[config.mk]
export PLATFORM = sky130hd
export DESIGN_NAME = booth_mult_seq
export DESIGN_NICKNAME = d
export VERILOG_FILES = /design/src/rtl/booth_mult_seq.sv
export SDC_FILE = /design/constraint.sdc
export NUM_CORES = 1
export LEC_CHECK = 0
export ABC_AREA = 1
export CAP_MARGIN = 10
export CORE_ASPECT_RATIO = 1.4
export CORE_MARGIN = 3
export CORE_UTILIZATION = 34
export CTS_CLUSTER_DIAMETER = 150
export DETAILED_ROUTE_END_ITERATION = 16
export PLACE_DENSITY = 0.66
export RECOVER_POWER = 100
export SLEW_MARGIN = 0
export SYNTH_ARGS = -nofsm -noshare
export SYNTH_HDL_FRONTEND = slang
export SYNTH_SLANG_ARGS = --single-unit
export TNS_END_PERCENT = 20
[constraint.sdc]
create_clock -name clk -period 3.3 [get_ports clk]
set_input_delay 0.825 -clock clk [delete_from_list [all_inputs] [get_ports clk]]
set_output_delay 0.825 -clock clk [all_outputs]
set_load 0.01 [all_outputs]
[src/rtl/booth_mult_seq.sv]
// Iterative radix-2 Booth multiplier (signed WIDTH x WIDTH -> 2*WIDTH) driving the shared adder.
// Optional MULT_ABORT_EN adds an `abort` input that cancels a running multiply.
module booth_mult_seq #(
  parameter int WIDTH = 32
) (
  input  logic               clk,
  input  logic               rst_n,
  input  logic               start,
  input  logic [WIDTH-1:0]   mcand,
  input  logic [WIDTH-1:0]   mplier,
`ifdef MULT_ABORT_EN
  input  logic               abort,
`endif
  output logic               busy,
  output logic               done,
  output logic [2*WIDTH-1:0] product,
  output logic [WIDTH-1:0]   add_a,
  output logic [WIDTH-1:0]   add_b,
  output logic               add_cin,
  input  logic [WIDTH-1:0]   add_sum,
  input  logic               add_of
);

  localparam int CW = $clog2(WIDTH);

  typedef enum logic [1:0] {
    IDLE,
    RUN,
    DONE
  } state_t;

  state_t           state;
  logic [WIDTH-1:0] acc;
  logic [WIDTH-1:0] q;
  logic [WIDTH-1:0] m;
  logic             q_1;
  logic [CW-1:0]    count;

  logic             sgn;
  logic [WIDTH-1:0] acc_nx;
  logic [WIDTH-1:0] q_nx;
  logic             last;
  logic             kill;
  logic             accept;

`ifdef MULT_ABORT_EN
  assign kill = abort;
`else
  assign kill = 1'b0;
`endif

  always_comb begin
    add_a   = acc;
    add_b   = '0;
    add_cin = 1'b0;
    if (state == RUN) begin
      unique case ({q[0], q_1})
        2'b10: begin
          add_b   = ~m;
          add_cin = 1'b1;
        end
        2'b01: add_b = m;
        default: ;
      endcase
    end
  end

  // sum^of recovers the true sign of the W+1-bit result (needed for M = most negative)
  assign sgn    = add_sum[WIDTH-1] ^ add_of;
  assign acc_nx = {sgn, add_sum[WIDTH-1:1]};
  assign q_nx   = {add_sum[0], q[WIDTH-1:1]};
  assign last   = (count == CW'(WIDTH - 1));
  assign accept = start && (state != RUN);

  always_ff @(posedge clk or negedge rst_n) begin
    if (!rst_n) begin
      state   <= IDLE;
      acc     <= '0;
      q       <= '0;
      m       <= '0;
      q_1     <= 1'b0;
      count   <= '0;
      product <= '0;
      busy    <= 1'b0;
      done    <= 1'b0;
    end else if (accept) begin
      m     <= mcand;
      q     <= mplier;
      acc   <= '0;
      q_1   <= 1'b0;
      count <= '0;
      state <= RUN;
      busy  <= 1'b1;
      done  <= 1'b0;
    end else begin
      unique case (state)
        RUN: begin
          if (kill) begin
            state <= IDLE;
            busy  <= 1'b0;
          end else begin
            acc <= acc_nx;
            q   <= q_nx;
            q_1 <= q[0];
            if (last) begin
              product <= {acc_nx, q_nx};
              state   <= DONE;
              busy    <= 1'b0;
              done    <= 1'b1;
            end else begin
              count <= count + CW'(1);
            end
          end
        end
        DONE: begin
          state <= IDLE;
          done  <= 1'b0;
        end
        default: begin
          state <= IDLE;
          done  <= 1'b0;
        end
      endcase
    end
  end

endmodule

**Word level (Yosys, flattened, before mapping)**

Cells that the tools add are included.

- Logic and storage cells: 48
- Memory bits (read-only): 0
- Input port bits: 100
- Register bits after elaboration: 170
- Memories kept: 0
- Output and inout port bits: 131
- Bits in writable memories: 0
- Latch bits: 0

- Reduce and logical (&&, ||, !) cells: 6
- Equal/unequal tests: 7
- Bitwise gates (word level): 3
- Shift-type cells: 0
- Order comparisons: 0
- Muxes and demuxes: 22
- $mul: 0
- Div/mod/pow operators: 0
- $add $sub $neg: 1

Operator list:

| operator | number |
|---|---|
| two-way mux 32 bit | 5 |
| case mux 32 bit (2 select lines) | 1 |
| NOT 32 bit | 1 |
| two-way mux 5 bit | 3 |
| two-way mux 1 bit | 10 |
| two-way mux 2 bit | 3 |
| adder 5 x 1 -> 5 bit, second input constant | 1 |
| equality test 5 bit, second input constant | 1 |
| equality test 2 x 1 -> 1 bit, second input constant | 2 |
| != test 2 x 1 -> 1 bit, second input constant | 2 |
| AND reduction 2 bit | 2 |
| nonzero test 2 bit | 2 |
| != test 3 bit, second input constant | 1 |
| AND reduction 3 bit | 1 |
| equality test 2 bit, second input constant | 1 |
| logical AND 1 bit | 1 |
| NOT 1 bit | 1 |
| bitwise XOR 1 bit | 1 |

**Depth between registers and ports, before layout**

Gate-level depths: netlist (run 1).

- Word-level depth: 4
- Gate-level depth with buffers: 8
- Depth with buffers taken out: 7

**Worst setup path after synthesis (run 1)**

No wires, ideal clock.

- Path kind: register to output
- From: register done (netlist name)
- To: output add_b[21]
- Data required time: 2.475 ns
- Arrival: 1.171 ns
- Buffers on the path: 2
- Path slack: 1.304 ns
- Cell stages (with the launch flop): 6
- Cell sequence: dfrtp_1 -> nor2_4 -> buf_4 -> buf_4 -> o21ai_0 -> a21oi_1

RTL lines:

| what | line | source |
|---|---|---|
| end, declared | 18 | `output logic [WIDTH-1:0] add_b,` |

**Worst setup path in the final report (run 1)**

- From: register state[0]
- To: output add_b[4]

- Word-level cells in the longest chain between the ends: 2

RTL lines:

| what | line | source |
|---|---|---|
| start, declared | 32 | `state_t state;` |
| start signal, assigned | 77 | `state <= IDLE;` |
| start signal, assigned | 92 | `state <= RUN;` |
| start signal, assigned | 99 | `state <= IDLE;` |
| equality test 2 x 1 -> 1 bit | 56 | `if (state == RUN) begin` |
| two-way mux 32 bit | 56 |  |

No other way between the ends.

==> results of run 1 <==
[path summary, 6_finish.rpt]
path,from,end
setup reg to reg,state[0],q[0]
min in group asynchronous,rst_n,add_a[17]
setup / recovery,state[0],add_b[4]
hold / removal,product[15],product[15]
max in group asynchronous,rst_n,m[31]
hold reg to reg,product[15],product[15]
[area by class of cell]
| type | instances | area, um2 | share of cell area, % |
|---|---|---|---|
| Timing Repair Buffer | 243 | 2370 | 23.7 |
| Tap cell | 252 | 315 | 3.15 |
| Clock inverter | 12 | 144 | 1.44 |
| Sequential cell | 169 | 4230 | 42.2 |
| Clock buffer | 19 | 443 | 4.42 |
| Multi-Input combinational cell | 539 | 2330 | 23.3 |
| Inverter | 48 | 180 | 1.80 |
[routing by layer]
metal  vias up  global-route usage (%)  part of all wire [%]
met1      2838                    22.5                    42
met5         -                       0                     0
met4         0                    6.80                   2.2
met2       161                    29.9                    51
li1       2970                       -                     -
met3        28                    3.72                   4.9
[through the flow]
stage          cell area (um2)  hold slack (ns)  total power (W)
2_1_floorplan             7030            0.459          0.00556
3_3_place_gp              9480            0.462          0.00782
3_5_place_dp              9480            0.466          0.00790
4_1_cts                  10100            0.370          0.00994
5_1_grt                  10000            0.503           0.0102
6_report                 10000            0.470          0.00948
[Yosys cell counts, drive strengths merged]
| cell | number |
|---|---|
| xor2 | 2 |
| nand3 | 26 |
| clkbuf | 9 |
| ha | 3 |
| nor2 | 10 |
| dfrtp | 169 |
| o21ai | 103 |
| a21oi | 33 |
| buf | 36 |
| inv | 48 |
| and3 | 1 |
| nand2 | 351 |
| nor3 | 1 |
| o211ai | 8 |
[power groups by stage]
stage	Combinational (W)	Sequential, W	Clock, W
after floorplan	0.00180	0.00377	0
after global placement	0.00420	0.00363	0
after detailed placement	0.00426	0.00364	0
after CTS	0.00428	0.00362	0.00205
after global routing	0.00434	0.00372	0.00215
final	0.00390	0.00358	0.00200
[repair_timing]
item,4_1_cts,5_1_grt
resized for setup,0,1
hold buffers,0,0
endpoints found under the setup margin,0,6
[sequential cells by signal, summed over array words and instances, names as in the netlist]
signal / cells
add_a: 32
busy: 1
done: 1
q: 32
q_1: 1
m: 32
product: 64
count: 5
state: 1
[kinds of logic (layout without fill, tap and decap cells)]
group	after synthesis	in the layout	share of synthesized area (%)
adders and majority gates	3	3	0.534
buffers and inverters	93	322	6.79
DFF	169	169	60.2
and+or+nand+nor	389	390	21.7
AOI/OAI and AO/OA	144	144	10.5
xor gates and xnor gates	2	2	0.249
[critical path, delay by kind of cell, from the launching register on]
kind                   cells  cell delay [ns]
DFF                        1             0.40
buffers and inverters      2             0.64
and+or+nand+nor            1             0.54
AOI/OAI and AO/OA          2             0.35
==> results.toml, run 1 <==
[outcome]
status = "finished with violations"
violations = "max-slew violations"

[synth]
synth.distinct_cells = 23
synth.area.top_cells = "dfrtp_1 60%, nand2_1 19%, o21ai_1 4.0%"
yosysSeqAreaShare_pct = 60.2
synthCells = 800
synth_fp_nets = 903
yosysTopAreaCell = "dfrtp_1"
synth.avg_cell_area_um2 = 8.78
synth-seq-cells = 169
synth_area_um2 = 7030
yosysTopAreaCellShare_pct = 60.2
synth_warnings = 0

[global_routing]
grt_pass1_vias = 5907
grt_pass1_wl_um = 31500
antenna_found_initial = 0
grt_overflow = 0
grt_use_total_pct = 17.8
grt_max_degree = 59

[floorplanning]
placement_rows = 61
initial_core_util_pct = 35.0
die_x_um = 127
die-height_um = 176
ios = 231
fp.coreArea_um2 = 20100
dieArea_um2 = 22400

[route]
drt_iter0_drc = 352
vias = 5997
wl_um = 19900
ant_nets = 0
dr.pass1.iters = 4
viasPerCell = 4.68
drc = 0
wl_per_cell_um = 15.5

[clocking]
cts.clk_slew.worst_paths_ns = 0.06
cts_tree = "yes"
h-tree-depth = 4
cts_root_buffer = "clkbuf_16"
worst_skew_pair.late_latency_ns = 0.42
clock-sinks = 169
post_cts_buffers = 0
clockBufferDepth = 2
numCtsBuffers = 17

[layout]
final_common_cell = "nand2_1"
nets = 1121
drive_gt1_share_pct = 4.95
final_util_pct = 49.9
layout_common_cells = "349 x nand2_1, 169 x dfrtp_1, 116 x clkdlybuf4s50_1"
antennaDiodeCount = 0
area.growth.synth_to_final_pct = 42.5
final_cell_count_no_fill = 1282
fillers = 1919

[placement]
post-place-ws_ns = 0.562
dpl.cell_count = 1250
gp_congestion = 0.760
io_buffers = 230
place.detailed.hpwl_um = 13700

[sta]
period_needed_ns = 3.17
worst_slew_pin_slew_ns = 1.51
setup_ws_ns = 0.126
drv_slew = 57
max_slew_margin_pct = -0.432
timing.fmax_mhz = 315
rsz0062_at_grt = "false"
finalClockSkew_ns = 0.00633
fin_tns_setup_ns = 0
period_share_pct = 96.2
setup_viol = 0
hold_viol = 0

[setup_path]
path_cells = "inv_2 -> nor2_2 -> o21ai_0 -> a21oi_1 -> clkdlybuf4s50_1"
crit_type = "reg2out"
critPathSlowestCell = "clkdlybuf4s50_1"
critical_path.max_stage_delay_ns = 0.56
worstSetupStartpointType = "flip-flop"
crit_path_end_kind = "output port"
critPathArrivalTime_ns = 2.35
reg2reg_slack_ns = 0.37
path_max_fanout = 17
reg2regPathDepth = 7
worstPathRequired_ns = 2.47

[worst_hold_path]
hold_path_depth = 2
min_path_type = "reg2reg"

[pwr]
vdd_drop_max_mv = 0.418
p_sw_share_pct = 36.0
p_sw_w = 0.00341
power_frac_seq_pct = 37.8
p_int_w = 0.00607
combinationalPowerShare_pct = 41.2
powerDensity_nw_per_um2 = 947
clkPwrFrac_pct = 21.0
leakagePower_nw = 4.74

[run]
maxCapViolations = 0
Power figures use the tool's default switching activity.
==> run 2: changes to the inputs <==
--- a/config.mk
+++ b/config.mk
@@ -8,7 +8,7 @@
 export ABC_AREA = 1
 export CAP_MARGIN = 10
 export CORE_ASPECT_RATIO = 1.4
-export CORE_MARGIN = 3
+export CORE_MARGIN = 2
 export CORE_UTILIZATION = 34
 export CTS_CLUSTER_DIAMETER = 150
 export DETAILED_ROUTE_END_ITERATION = 16
==> run 2 against run 1 <==
Routed wire length is 1.2% lower. Clock power decreased by 2%. Global-route usage grew 0.32 points. The run ends with max-capacitance violations, max-slew violations left. Clock-buffer cell count up 1. Highest routed layer unchanged. Design area is essentially flat.
==> results.toml, run 2 (synthesis gave the netlist of run 1 again) <==
[outcome]
status = "finished with violations"
violations = "max-capacitance violations, max-slew violations"

[worst_hold_path]
min_path_type = "reg2reg"

[route]
viasPerCell = 4.62
ant_nets = 0
wl_per_cell_um = 15.3
wl_um = 19600
vias = 5944
drc = 0
dr.pass1.iters = 4
drt_iter0_drc = 408

[placement]
dpl.cell_count = 1252
place.detailed.hpwl_um = 13200
gp_congestion = 0.753
io_buffers = 230
post-place-ws_ns = 0.600

[pwr]
vdd_drop_max_mv = 0.343
leakagePower_nw = 4.74
p_total_w = 0.00946
powerDensity_nw_per_um2 = 944

[global_routing]
grt_use_met1_pct = 22.1
grt_pass1_wl_um = 31600
antenna_found_initial = 1
grt_use_total_pct = 18.1
grt_max_degree = 87
met3_usage_pct = 4.59
grt_overflow = 0
busiest_layer = "met2"
grt_pass1_vias = 5944
grt_util_met2_pct = 30.8

[layout]
final_common_cell = "nand2_1"
drive_gt1_share_pct = 4.66
multi_input_area_um2 = 2320
area.growth.synth_to_final_pct = 42.5
largest_register_ff_count = 64
seq_area_um2 = 4230
layout_common_cells = "349 x nand2_1, 169 x dfrtp_1, 115 x dlygate4sd3_1"
nets = 1119
regMostFlops = "product"
final_cell_count_no_fill = 1286
fillers = 1934

[floorplanning]
fp.coreArea_um2 = 20400
ios = 231
die_x_um = 125
placement_rows = 62
dieArea_um2 = 21800
die-height_um = 174
initial_core_util_pct = 34.4

[setup_path]
worstPathRequired_ns = 2.47
worstSetupStartpointType = "flip-flop"
path_max_fanout = 16
critPathArrivalTime_ns = 2.28
crit_type = "reg2out"
crit_path_end_kind = "output port"

[sta]
whs_ns = 0.473
rsz0062_at_grt = "false"
period_needed_ns = 3.10
drv_slew = 77
setup_ws_ns = 0.199
setup_viol = 0
period_share_pct = 94.0
fin_tns_setup_ns = 0
hold_viol = 0
worst_slew_pin_slew_ns = 1.93
timing.fmax_mhz = 322
max_slew_margin_pct = -28.6
finalClockSkew_ns = 0.0102

[clocking]
ctsResizeCount = 0
cts.clk_slew.worst_paths_ns = 0.07
post_cts_buffers = 0
cts_tree = "yes"
worst_skew_pair.late_latency_ns = 0.41
clockBufferDepth = 2
numCtsBuffers = 17
clock-sinks = 169
h-tree-depth = 4
cts_hold_buf = 0
cts_root_buffer = "clkbuf_16"

[run]
maxCapViolations = 1
-- run 2: stage by stage --
| stage | cell area [um2] | util [%] |
|---|---|---|
| floorplan | 7030 | - |
| global placement | 9500 | 46.6 |
| CTS | 10100 | 49.4 |
| detailed placement | 9500 | 46.6 |
| global route | 10000 | 49.1 |
| finish | 10000 | 49.1 |
-- run 2: final timing paths --
| path | start | to | slack [ns] | cells after the start |
|---|---|---|---|---|
| max in group asynchronous | rst_n | product[60] | 0.60 | 2 |
| min reg2reg | product[10] | product[10] | 0.47 | 2 |
| min | product[10] | product[10] | 0.47 | 2 |
| max reg2reg | state[0] | q[0] | 0.42 | 7 |
| max | state[0] | add_b[12] | 0.20 | 5 |
| min in group asynchronous | rst_n | product[36] | 0.93 | 1 |
-- run 2: power breakdown --
part	switching [W]	leakage [nW]	internal, W
clock network	0.000847	0.281	0.00111
logic	0.00198	2.44	0.00193
registers	0.000583	2.01	0.00300
-- run 2: area by class of cell --
cell class / count / area share (%)
multi-input cells: 539 / 23.2
diodes: 1 / 0.0250
flip-flops and latches: 169 / 42.2
well taps: 256 / 3.20
repair buffers: 241 / 23.7
clock buffers: 20 / 4.66
inverters: 48 / 1.80
clock inverters: 12 / 1.14
-- run 2: metal layers --
layer	vias up	part of all wire, %
met5	-	0
met4	0	2.8
met3	26	4.9
met2	161	50
met1	2792	42
li1	2965	-
-- run 2: worst max-delay path, cell delays in order, from the launching register on --
cell,delay [ns]
dfrtp_1,0.39
inv_1,0.13
nor2_2,0.51
o21ai_1,0.13
a21oi_1,0.15
clkdlybuf4s50_1,0.56
==> run 3: changes to the inputs <==
--- a/config.mk
+++ b/config.mk
@@ -18,4 +18,4 @@
 export SYNTH_ARGS = -nofsm -noshare
 export SYNTH_HDL_FRONTEND = slang
 export SYNTH_SLANG_ARGS = --single-unit
-export TNS_END_PERCENT = 20
+export TNS_END_PERCENT = 10
==> results of run 3 <==
The final DEF is identical to that of run 2; final timing and power are the same.
